### src/rtl/muldiv_seq_ctrl_pkg.sv
`default_nettype none
// ============================================================================
// Module   : muldiv_seq_ctrl_pkg
// Brief    : Shared encodings and constants for the mul/div sequencer.
// Revision : 1.0 - initial release
// ============================================================================
package muldiv_seq_ctrl_pkg;

    // Operation encodings as presented on the op bus
    localparam logic [1:0] MD_MULT  = 2'b00;
    localparam logic [1:0] MD_MULTU = 2'b01;
    localparam logic [1:0] MD_DIV   = 2'b10;
    localparam logic [1:0] MD_DIVU  = 2'b11;

    // Sequencer states
    typedef enum logic [1:0] {
        S_IDLE = 2'd0,
        S_MUL  = 2'd1,
        S_DIV  = 2'd2,
        S_DONE = 2'd3
    } md_state_e;

    // Divide latency: 1 load + 32 iterations + 1 sign fix
    localparam int DIV_LAT   = 34;
    localparam int DIV_STEPS = 32;

    // Wide enough for the longest count (DIV_LAT-2 = 32)
    localparam int CNT_W = 6;

    // Absolute value when the operand is treated as signed, raw value otherwise
    function automatic logic [31:0] mag32(input logic [31:0] v, input logic is_signed);
        return (is_signed && v[31]) ? (32'd0 - v) : v;
    endfunction

endpackage
`default_nettype wire

### src/rtl/muldiv_seq_ctrl_if.sv
`default_nettype none
// ============================================================================
// Module   : muldiv_seq_ctrl_if
// Brief    : EXE-stage handshake bundle between the pipeline and the
//            mul/div sequencer.
// Revision : 1.0 - initial release
// ============================================================================
interface muldiv_seq_ctrl_if;
    import muldiv_seq_ctrl_pkg::*;

    logic        req;
    logic [1:0]  op;
    logic [31:0] src_a;
    logic [31:0] src_b;
    logic        flush;
    logic        hold;
    logic        stall_req;
    logic        result_valid;
    logic [63:0] result;
    logic        busy;

    // Pipeline side
    modport master (
        output req, op, src_a, src_b, flush, hold,
        input  stall_req, result_valid, result, busy
    );

    // Sequencer side
    modport slave (
        input  req, op, src_a, src_b, flush, hold,
        output stall_req, result_valid, result, busy
    );

endinterface
`default_nettype wire

### src/rtl/muldiv_seq_ctrl_div_iter_r2.sv
`default_nettype none
// ============================================================================
// Module   : div_iter_r2
// Brief    : Restoring radix-2 unsigned divider, one quotient bit per cycle.
//            Loads on start, runs 32 iterations, then holds done until the
//            next start or abort. Magnitudes in, magnitudes out.
// Revision : 1.0 - initial release
// ============================================================================
module div_iter_r2
    import muldiv_seq_ctrl_pkg::*;
(
    input  logic        clk,
    input  logic        rst,
    input  logic        start,
    input  logic        abort,
    input  logic [31:0] dividend,
    input  logic [31:0] divisor,
    output logic [31:0] quotient,
    output logic [31:0] remainder,
    output logic        done
);

    logic [31:0]      rem;
    logic [31:0]      quo;
    logic [31:0]      dsr;
    logic [CNT_W-1:0] step;
    logic             running;
    logic             done_reg;
    logic [32:0]      shifted;
    logic [32:0]      diff;

    // Trial subtraction: partial remainder shifted left with the next dividend bit
    always_comb begin
        shifted = {rem, quo[31]};
        diff    = shifted - {1'b0, dsr};
    end

    // Iteration registers: quotient bits shift in where the dividend bits shift out
    always_ff @(posedge clk) begin
        if (rst) begin
            rem      <= '0;
            quo      <= '0;
            dsr      <= '0;
            step     <= '0;
            running  <= 1'b0;
            done_reg <= 1'b0;
        end else if (abort) begin
            running  <= 1'b0;
            done_reg <= 1'b0;
        end else if (start) begin
            rem      <= '0;
            quo      <= dividend;
            dsr      <= divisor;
            step     <= '0;
            running  <= 1'b1;
            done_reg <= 1'b0;
        end else if (running) begin
            // A borrow out of bit 32 means the divisor did not fit: restore
            quo  <= {quo[30:0], ~diff[32]};
            rem  <= diff[32] ? shifted[31:0] : diff[31:0];
            step <= step + CNT_W'(1);
            if (step == CNT_W'(DIV_STEPS - 1)) begin
                running  <= 1'b0;
                done_reg <= 1'b1;
            end
        end
    end

    assign quotient  = quo;
    assign remainder = rem;
    assign done      = done_reg;

endmodule
`default_nettype wire

### src/rtl/muldiv_seq_ctrl.sv
`default_nettype none
// ============================================================================
// Module   : muldiv_seq_ctrl
// Brief    : EXE-stage sequencer for the shared multiply/divide unit. Holds
//            the stall request until the {HI,LO} result is ready, aborts on
//            flush, and keeps the result stable while the pipeline is held.
// Revision : 1.0 - initial release
// ============================================================================
module muldiv_seq_ctrl
    import muldiv_seq_ctrl_pkg::*;
#(
    parameter int MUL_LAT = 3
) (
    input  logic             clk,
    input  logic             rst,
    muldiv_seq_ctrl_if.slave bus
);

    localparam logic [CNT_W-1:0] MUL_END = CNT_W'(MUL_LAT - 2);
    localparam logic [CNT_W-1:0] DIV_END = CNT_W'(DIV_LAT - 2);

    md_state_e        state;
    logic [CNT_W-1:0] cnt;
    logic             busy_reg;
    logic             valid_reg;
    logic [63:0]      result_reg;

    logic [31:0]      mul_a;
    logic [31:0]      mul_b;
    logic             mul_signed;
    logic             neg_quo;
    logic             neg_rem;

    logic             accept;
    logic             stall;
    logic [63:0]      ext_a;
    logic [63:0]      ext_b;
    logic [63:0]      mul_prod;
    logic [63:0]      mul_out;

    logic             div_start;
    logic [31:0]      div_a;
    logic [31:0]      div_b;
    logic [31:0]      div_quo;
    logic [31:0]      div_rem;
    logic             div_done;
    logic [31:0]      quo_fix;
    logic [31:0]      rem_fix;

    // Accept and stall decode; flush and reset suppress both in the same cycle
    always_comb begin
        accept = 1'b0;
        stall  = 1'b0;
        if (!rst && !bus.flush) begin
            accept = (state == S_IDLE) && bus.req;
            stall  = accept || (state == S_MUL) || (state == S_DIV);
        end
    end

    // Product of the latched operands; low 64 bits are exact for both signednesses
    always_comb begin
        ext_a    = {{32{mul_signed & mul_a[31]}}, mul_a};
        ext_b    = {{32{mul_signed & mul_b[31]}}, mul_b};
        mul_prod = ext_a * ext_b;
    end

    // Product stages: MUL_LAT-2 pipeline registers plus the result register
    generate
        if (MUL_LAT == 2) begin : g_mul_direct
            assign mul_out = mul_prod;
        end else begin : g_mul_pipe
            logic [63:0] pipe [MUL_LAT-2];

            // Shift the product down the pipeline every cycle
            always_ff @(posedge clk) begin
                pipe[0] <= mul_prod;
                for (int i = 1; i < MUL_LAT - 2; i++) begin
                    pipe[i] <= pipe[i-1];
                end
            end

            assign mul_out = pipe[MUL_LAT-3];
        end
    endgenerate

    // The divider loads straight from the forwarded operands in the accept cycle
    assign div_start = accept && bus.op[1];
    assign div_a     = mag32(bus.src_a, bus.op == MD_DIV);
    assign div_b     = mag32(bus.src_b, bus.op == MD_DIV);

    div_iter_r2 u_div (
        .clk       (clk),
        .rst       (rst),
        .start     (div_start),
        .abort     (bus.flush),
        .dividend  (div_a),
        .divisor   (div_b),
        .quotient  (div_quo),
        .remainder (div_rem),
        .done      (div_done)
    );

    // Sign fix: quotient negative when signs differ, remainder follows the dividend
    always_comb begin
        quo_fix = neg_quo ? (32'd0 - div_quo) : div_quo;
        rem_fix = neg_rem ? (32'd0 - div_rem) : div_rem;
    end

    // Sequencer FSM with registered busy/valid/result
    always_ff @(posedge clk) begin
        if (rst) begin
            state      <= S_IDLE;
            cnt        <= '0;
            busy_reg   <= 1'b0;
            valid_reg  <= 1'b0;
            result_reg <= '0;
            mul_a      <= '0;
            mul_b      <= '0;
            mul_signed <= 1'b0;
            neg_quo    <= 1'b0;
            neg_rem    <= 1'b0;
        end else if (bus.flush) begin
            // Abort wins over everything, including completion; result is kept
            state     <= S_IDLE;
            cnt       <= '0;
            busy_reg  <= 1'b0;
            valid_reg <= 1'b0;
        end else begin
            case (state)
                S_IDLE: begin
                    if (accept) begin
                        mul_a      <= bus.src_a;
                        mul_b      <= bus.src_b;
                        mul_signed <= (bus.op == MD_MULT);
                        neg_quo    <= (bus.op == MD_DIV) && (bus.src_a[31] ^ bus.src_b[31]);
                        neg_rem    <= (bus.op == MD_DIV) && bus.src_a[31];
                        cnt        <= '0;
                        busy_reg   <= 1'b1;
                        state      <= bus.op[1] ? S_DIV : S_MUL;
                    end
                end
                S_MUL: begin
                    if (cnt == MUL_END) begin
                        state      <= S_DONE;
                        cnt        <= '0;
                        result_reg <= mul_out;
                        valid_reg  <= 1'b1;
                    end else begin
                        cnt <= cnt + CNT_W'(1);
                    end
                end
                S_DIV: begin
                    if ((cnt == DIV_END) && div_done) begin
                        state      <= S_DONE;
                        cnt        <= '0;
                        result_reg <= {rem_fix, quo_fix};
                        valid_reg  <= 1'b1;
                    end else begin
                        cnt <= cnt + CNT_W'(1);
                    end
                end
                S_DONE: begin
                    // Pipeline advances past this instruction on the first unheld edge
                    if (!bus.hold) begin
                        state     <= S_IDLE;
                        busy_reg  <= 1'b0;
                        valid_reg <= 1'b0;
                    end
                end
                default: begin
                    state <= S_IDLE;
                end
            endcase
        end
    end

    assign bus.stall_req    = stall;
    assign bus.result_valid = valid_reg;
    assign bus.result       = result_reg;
    assign bus.busy         = busy_reg;

endmodule
`default_nettype wire
### src/flat_wrapper.sv
// flat-port wrapper written by rule: the top's interface ports become plain ports
module muldiv_seq_ctrl_flat import muldiv_seq_ctrl_pkg::*;
#(
    parameter int MUL_LAT = 3
)
  (clk, rst, bus_req, bus_op, bus_src_a, bus_src_b, bus_flush, bus_hold, bus_stall_req, bus_result_valid, bus_result, bus_busy);
  muldiv_seq_ctrl_if bus_i ();
  input  logic clk;
  input  logic rst;
  input wire logic [$bits(bus_i.req)-1:0] bus_req;
  input wire logic [$bits(bus_i.op)-1:0] bus_op;
  input wire logic [$bits(bus_i.src_a)-1:0] bus_src_a;
  input wire logic [$bits(bus_i.src_b)-1:0] bus_src_b;
  input wire logic [$bits(bus_i.flush)-1:0] bus_flush;
  input wire logic [$bits(bus_i.hold)-1:0] bus_hold;
  output wire logic [$bits(bus_i.stall_req)-1:0] bus_stall_req;
  output wire logic [$bits(bus_i.result_valid)-1:0] bus_result_valid;
  output wire logic [$bits(bus_i.result)-1:0] bus_result;
  output wire logic [$bits(bus_i.busy)-1:0] bus_busy;
  assign bus_i.req = bus_req;
  assign bus_i.op = bus_op;
  assign bus_i.src_a = bus_src_a;
  assign bus_i.src_b = bus_src_b;
  assign bus_i.flush = bus_flush;
  assign bus_i.hold = bus_hold;
  assign bus_stall_req = bus_i.stall_req;
  assign bus_result_valid = bus_i.result_valid;
  assign bus_result = bus_i.result;
  assign bus_busy = bus_i.busy;
  muldiv_seq_ctrl #(.MUL_LAT(MUL_LAT)) u_core (.clk(clk), .rst(rst), .bus(bus_i));
endmodule
### config.mk
export PLATFORM = sky130hd
export DESIGN_NAME = muldiv_seq_ctrl_flat
export DESIGN_NICKNAME = d
export VERILOG_FILES = /design/src/rtl/muldiv_seq_ctrl_pkg.sv /design/src/rtl/muldiv_seq_ctrl_if.sv /design/src/rtl/muldiv_seq_ctrl_div_iter_r2.sv /design/src/rtl/muldiv_seq_ctrl.sv /design/src/flat_wrapper.sv
export SDC_FILE = /design/constraint.sdc
export NUM_CORES = 2
export LEC_CHECK = 0
export ABC_AREA = 1
export CAP_MARGIN = 15
export CORE_UTILIZATION = 43
export CTS_BUF_LIST = sky130_fd_sc_hd__clkbuf_8 sky130_fd_sc_hd__clkbuf_16
export DETAILED_ROUTE_END_ITERATION = 8
export GPL_TIMING_DRIVEN = 1
export SLEW_MARGIN = 20
export SYNTH_ARGS = -nofsm -noshare
export SYNTH_HDL_FRONTEND = slang
export SYNTH_SLANG_ARGS = --single-unit
### constraint.sdc
create_clock -name clk -period 7.25 [get_ports clk]
set_input_delay 1.45 -clock clk [delete_from_list [all_inputs] [get_ports clk]]
set_output_delay 1.45 -clock clk [all_outputs]
set_load 0.005 [all_outputs]
# Word level (Yosys, flattened, before mapping)
# Memories as Yosys holds them, arrays and structs flattened.
# Index checks and enable logic that the tools add are counted.
[totals] reg_bits=245 latchBits=0 mem_bits_rw=64 romBits=0 in_bits=71 mem_count=1
[mem_list] name="u_core.g_mul_pipe.pipe" words=1 word_bits=64 read_ports=1 rd_ports_with_merged_regs=0 wr=1 line_no="muldiv_seq_ctrl.sv:72" rtl="logic [63:0] pipe [MUL_LAT-2];"
[op_classes] addsub=7 mul=1 div=0 n_lt_le_gt_ge=0 n_eq_ne=11 shift=0 mux=35 bitwise=5 n_reduce_logical=29
[ops] op="$mux W32" n=9
[ops] op="$mux W64" n=2
[ops] op="$pmux W64 S2" n=1
[ops] op="$sub A1 B32 Y32 const A" n=4
[ops] op="$mul A33 B33 Y64" n=1
[ops] op="$sub A33 B32 Y33" n=1
[ops] op="$mux W6" n=5
[ops] op="$pmux W6 S3" n=1
[ops] op="$add A6 B1 Y6 const B" n=2
[ops] op="$reduce_and A4 Y1" n=3
[ops] op="$mux W2" n=5
[ops] op="$mux W1" n=9
[ops] op="$pmux W2 S4" n=1
[ops] op="$reduce_and A2 Y1" n=4
[ops] op="$logic_and A1 B1 Y1" n=7
[ops] op="$eq A2 B2 Y1 const B" n=3
[ops] op="$eq A6 B1 Y1 const B" n=1
[ops] op="$eq A6 B5 Y1 const B" n=1
[ops] op="$eq A6 B6 Y1 const B" n=1
[ops] op="$ne A2 B2 Y1 const B" n=3
[ops] op="$reduce_and A3 Y1" n=2
[ops] op="$reduce_bool A2 Y1" n=3
[ops] op="$reduce_bool A3 Y1" n=2
[ops] op="$logic_not A2 Y1" n=2
[ops] op="11 further kinds" n=15

# Logic depth before layout (Yosys ltp)
[depth] depth_word=6 ltp_mapped=34 depth_no_buf=31

# Cells and area by module
# Synthesis repeated with hierarchy kept, for this count alone.
[unflattened] hier_cells=7907 hier_area_um2=57908.0
[modules_own_cells] module="muldiv_seq_ctrl" n_inst=1 cells_each=6794 area_per_inst_um2=50922.6 seq_area_each_um2=4103.9
[modules_own_cells] module="div_iter_r2" n_inst=1 cells_each=1113 area_per_inst_um2=6985.4 seq_area_each_um2=2082.0

# Least setup slack after synthesis
# OpenSTA, ideal clock, no wires.
[synth_timing] path_type="register -> register" from="reg u_core.mul_a[31]" to="mem u_core.g_mul_pipe.pipe[0][58]" arrival_time_ns=7.502 required_ns=7.137 slack_ns=-0.364 stages_incl_launch_ff=32 n_path_buf=3 cell_sequence="dfxtp_1 > clkbuf_1 > nand2_1 > clkbuf_1 > inv_1 > clkbuf_1 > nand2_1 > inv_1 > fa_1 > inv_1 > fa_1 > inv_1 > fa_1 > fa_1 > inv_1 > fa_1 > inv_1 > fa_1 > inv_1 > fa_1 > fa_1 > inv_1 > ha_1 > nand2_1 > nor2_1 > inv_1 > nor2_1 > inv_1 > nor4_1 > o21ai_0 > nand4_1 > nand2_1"
[synth_between] elab_chain_cells=2
[synth_lines] element="from (decl)" line_no="muldiv_seq_ctrl.sv:28" rtl="logic [31:0] mul_a;"
[synth_lines] element="from (signal assigned)" line_no="muldiv_seq_ctrl.sv:132" rtl="mul_a <= bus.src_a;"
[synth_lines] element="$and A1 B1 Y1" line_no="muldiv_seq_ctrl.sv:62" rtl="ext_a = {{32{mul_signed & mul_a[31]}}, mul_a};"
[synth_lines] element="$mul A33 B33 Y64 *" line_no="muldiv_seq_ctrl.sv:64" rtl="mul_prod = ext_a * ext_b;"
[synth_lines] element="net u_core.mul_prod[58]" line_no="muldiv_seq_ctrl.sv:38" rtl="logic [63:0] mul_prod;"
[synth_lines] element="to (decl)" line_no="muldiv_seq_ctrl.sv:72"
# Mark *: on every way through the listed nets, which the timed path passes. The rest lies on a longest branch.

# Final worst setup path
[layout_timing] from="reg u_core.mul_b[0]" to="mem u_core.g_mul_pipe.pipe[0][31]"
[layout_between] elab_chain_cells=1
[layout_lines] element="from (decl)" line_no="muldiv_seq_ctrl.sv:29" rtl="logic [31:0] mul_b;"
[layout_lines] element="from (signal assigned)" line_no="muldiv_seq_ctrl.sv:133" rtl="mul_b <= bus.src_b;"
[layout_lines] element="$mul A33 B33 Y64" line_no="muldiv_seq_ctrl.sv:64"
[layout_lines] element="net u_core.mul_prod[31]" line_no="muldiv_seq_ctrl.sv:38"
# The timed path passes the listed nets, and every way through them passes these cells.

==> metrics.md <==
| Metric | Value |
|---|---|
| Die area | 133000 µm² |
| Post-Syn Area | ~57000 µm² |
| Hold slack | 0.464 ns |
| DP HPWL | between 150000 and 200000 µm |
| Worst-Margin Slew | 1.29 ns |
| WP data arrival | ~7.5 ns |
| RD Place Congestion | a little under 1 |
| Routed len/inst | just over 20 µm |
| Synthesized instance count | 7622 |
| Port bufs | about 140 |
| Initial Utilization | 0.436 |
| Max stage delay on crit path | 0.60 ns |
| Crit path kind | reg2reg |
| Chip height | between 300 and 400 µm |
| Max transition margin | 0.130 |
| Longest Clk Path Bufs | 3 |
| Clock transition at path regs | 0.06 ns |
| Fin nets | between 9000 and 10000 |
| Synth area leader | fa_1 |
| Max VDD drop | 155 µV |
| Sequential share of power | 0.276 |
| Via count | 49400 |
| Final instance area | 64400 µm² |
| CTS Sinks | 309 |
| Clk pwr share | 0.314 |
| First-pass GRT wire length | slightly above 300000 µm |
| Via density | 5.16 |
| CP Max Fanout | 21 |
| Filler cell count | 13000 |
| Register Area | 6200 µm² |
| PwrDens | 110 nW/µm² |
| YS warnings | 0 |
| Max-cap violations | 0 |
| Slowest cell on the critical path | fa_2 |
| DP Area | 62500 µm² |
| Worst-Skew Late Latency | slightly below 0.6 ns |
| CP endpoint kind | flip-flop |
| Distinct cells, synth | 53 |
| Worst r2r path cells | 28 |
| Post-synth EDFFs | 0 |
| P_leak | 33.5 nW |
| Net Switching | 2.88 mW |
| Final hold vios | 0 |
| DRT Pass-1 Iters | 6 |
| Setup TNS Final | 0 ns |
| Avg Synthesized Cell Area | 7.45 µm² |
| Vias in the first global route | around 52000 |
| Crit path depth | 28 |
| Synthesized Nets | 9076 |
| Detail Route Antenna Nets | 0 |
| TritonCTS Buffers | 39 |
| Area added between synthesis and finish | 13.4% |
| Overall power | 7.07 mW |
| Status | completed |
| Largest net degree at the start of global routing | slightly below 90 |
| Htree depth | 2 |
| Share of cells above drive strength 1 | 0.0726 |
| # rows | 132 |
| Yosys reg bits | 309 |
| Share of the synthesized area in the top cell type | 0.397 |
| Min-Delay Path Depth | 2 |
| Post-synth ARST share | 0 |
| DRC errors left | 0 |
| Congestion Overflow GR | 0 |
| Sequential fraction of the synthesis area | 0.109 |
| Switch share | 0.408 |
| Initial DRC count | 3922 |
| Top delay family on crit path | adder cells |
| Count leader, synth | nand2_1 |
| Critical path launch point type | flip-flop |
| Unrepaired setup endpoints after global routing | yes |
| Worst Hold Class | reg2reg |
| I/O pins | 138 |
| Root Driver | clkbuf_16 |
| Fmax achieved | 0.143 GHz |
| Combinational Power Share | 0.409 |
| Commonest cells post-synth | 1941 x nand2_1, 1911 x inv_1, 1126 x fa_1 |
| CP required | 7.71 ns |
| CTS tree | yes |
| Final number of setup-violating endpoints | 0 |
| Post-route clock period utilization | 0.966 |
| Total track usage | 0.303 |
| Core footprint | 130000 µm² |
| Dominant cells by area after synthesis | fa_1 40%, nand2_1 13%, inv_1 13% |
| Footprint of the multi-input gates | approximately 42000 µm² |
| Initial antenna violation count | 5 |
| Internal Pwr Total | 4.18 mW |
| Tmin final | 7.00 ns |
| Clk_skew | about 0.018 ns |
| Total wire length after detailed routing | 197000 µm |
| Top FF cell, synth | dfxtp_1 |
| Count of pins over their slew limit | 0 |
| Die W | 365 µm |
| CP Buf/Inv Count | 11 |
-- power by group through the flow --
stage	registers [mW]	logic, mW	clock network (mW)
after floorplan	1.90	1.70	0
after global placement	1.98	2.80	0
after detailed placement	1.99	2.82	0
after CTS	1.95	2.84	2.25
after global routing	1.96	3.18	2.30
final	1.95	2.89	2.22
-- tightest hold or removal path, cell delays in order, from the launching register on --
cell and delay (ns):
dfxtp_1 0.31, nand2_1 0.06, a21oi_1 0.05
-- final cells by class --
cell class              instances  area share
multi-input cells            5024       0.657
diodes                          1   0.0000389
clock inverters                24     0.00521
well taps                    1742      0.0339
repair buffers                501      0.0788
inverters                    1918       0.112
clock buffers                  46      0.0170
flip-flops and latches        309      0.0963
-- routing by layer --
layer,GRT usage,up-vias,part of all wire
met2,0.505,1831,0.47
met3,0.0391,386,0.067
met4,0.122,4,0.046
met1,0.397,24600,0.42
met5,0,-,0.00014
li1,-,22600,-
-- logic make-up (layout without fill, tap and decap cells) --
| group | after synthesis | count (layout) | synth area share |
|---|---|---|---|
| other | 0 | 1 | 0 |
| and+or+nand+nor | 2835 | 2835 | 0.201 |
| AOI/OAI and AO/OA | 703 | 703 | 0.0680 |
| xor gates and xnor gates | 103 | 103 | 0.0159 |
| buffers and inverters | 2289 | 2489 | 0.152 |
| DFF | 309 | 309 | 0.109 |
| adders and majority gates | 1383 | 1383 | 0.454 |
-- cell usage in the layout, fill, tap and decap left out, drive strengths merged, types with 8 or more instances in the layout --
cell and instances:
nand2 1950, inv 1921, fa 1126, nor2 466
buf 364, a21oi 326, dfxtp 309, nand3 275
ha 257, o21ai 236, clkdlybuf4s50 136, xor2 73
nand4 58, clkbuf 47, nor3 37, o22ai 33
xnor2 30, a31oi 24, o211ai 19, o21bai 18
nand3b 16, o221ai 14, or2 13, clkinv 12
a21o 8
-- final timing paths --
check | slack, ns | end | from
min | 0.46 | u_core.bus.result[12] | u_core.bus.result[12]
min reg2reg | 0.46 | u_core.bus.result[12] | u_core.bus.result[12]
max reg2reg | 0.25 | u_core.g_mul_pipe.pipe[0][31] | u_core.mul_b[0]
max | 0.25 | u_core.g_mul_pipe.pipe[0][31] | u_core.mul_b[0]
-- stage by stage --
| stage | worst slack [ns] | cells | utilization |
|---|---|---|---|
| 2_1_floorplan | 0.00431 | 7622 | - |
| 3_3_place_gp | -0.0740 | 9491 | 0.480 |
| 3_5_place_dp | -0.104 | 9491 | 0.480 |
| 4_1_cts | 0.0534 | 9561 | 0.491 |
| 5_1_grt | -0.0357 | 9564 | 0.494 |
| 6_report | 0.245 | 9565 | 0.494 |
-- timing repair --
action	CTS	global route
hold buffers	0	0
pin swaps	0	8
setup buffers	0	3
endpoints found under the setup margin	4	37
gates cloned	0	1
gates resized for setup	3	109
Note: power is estimated with default switching activity, not from simulation.
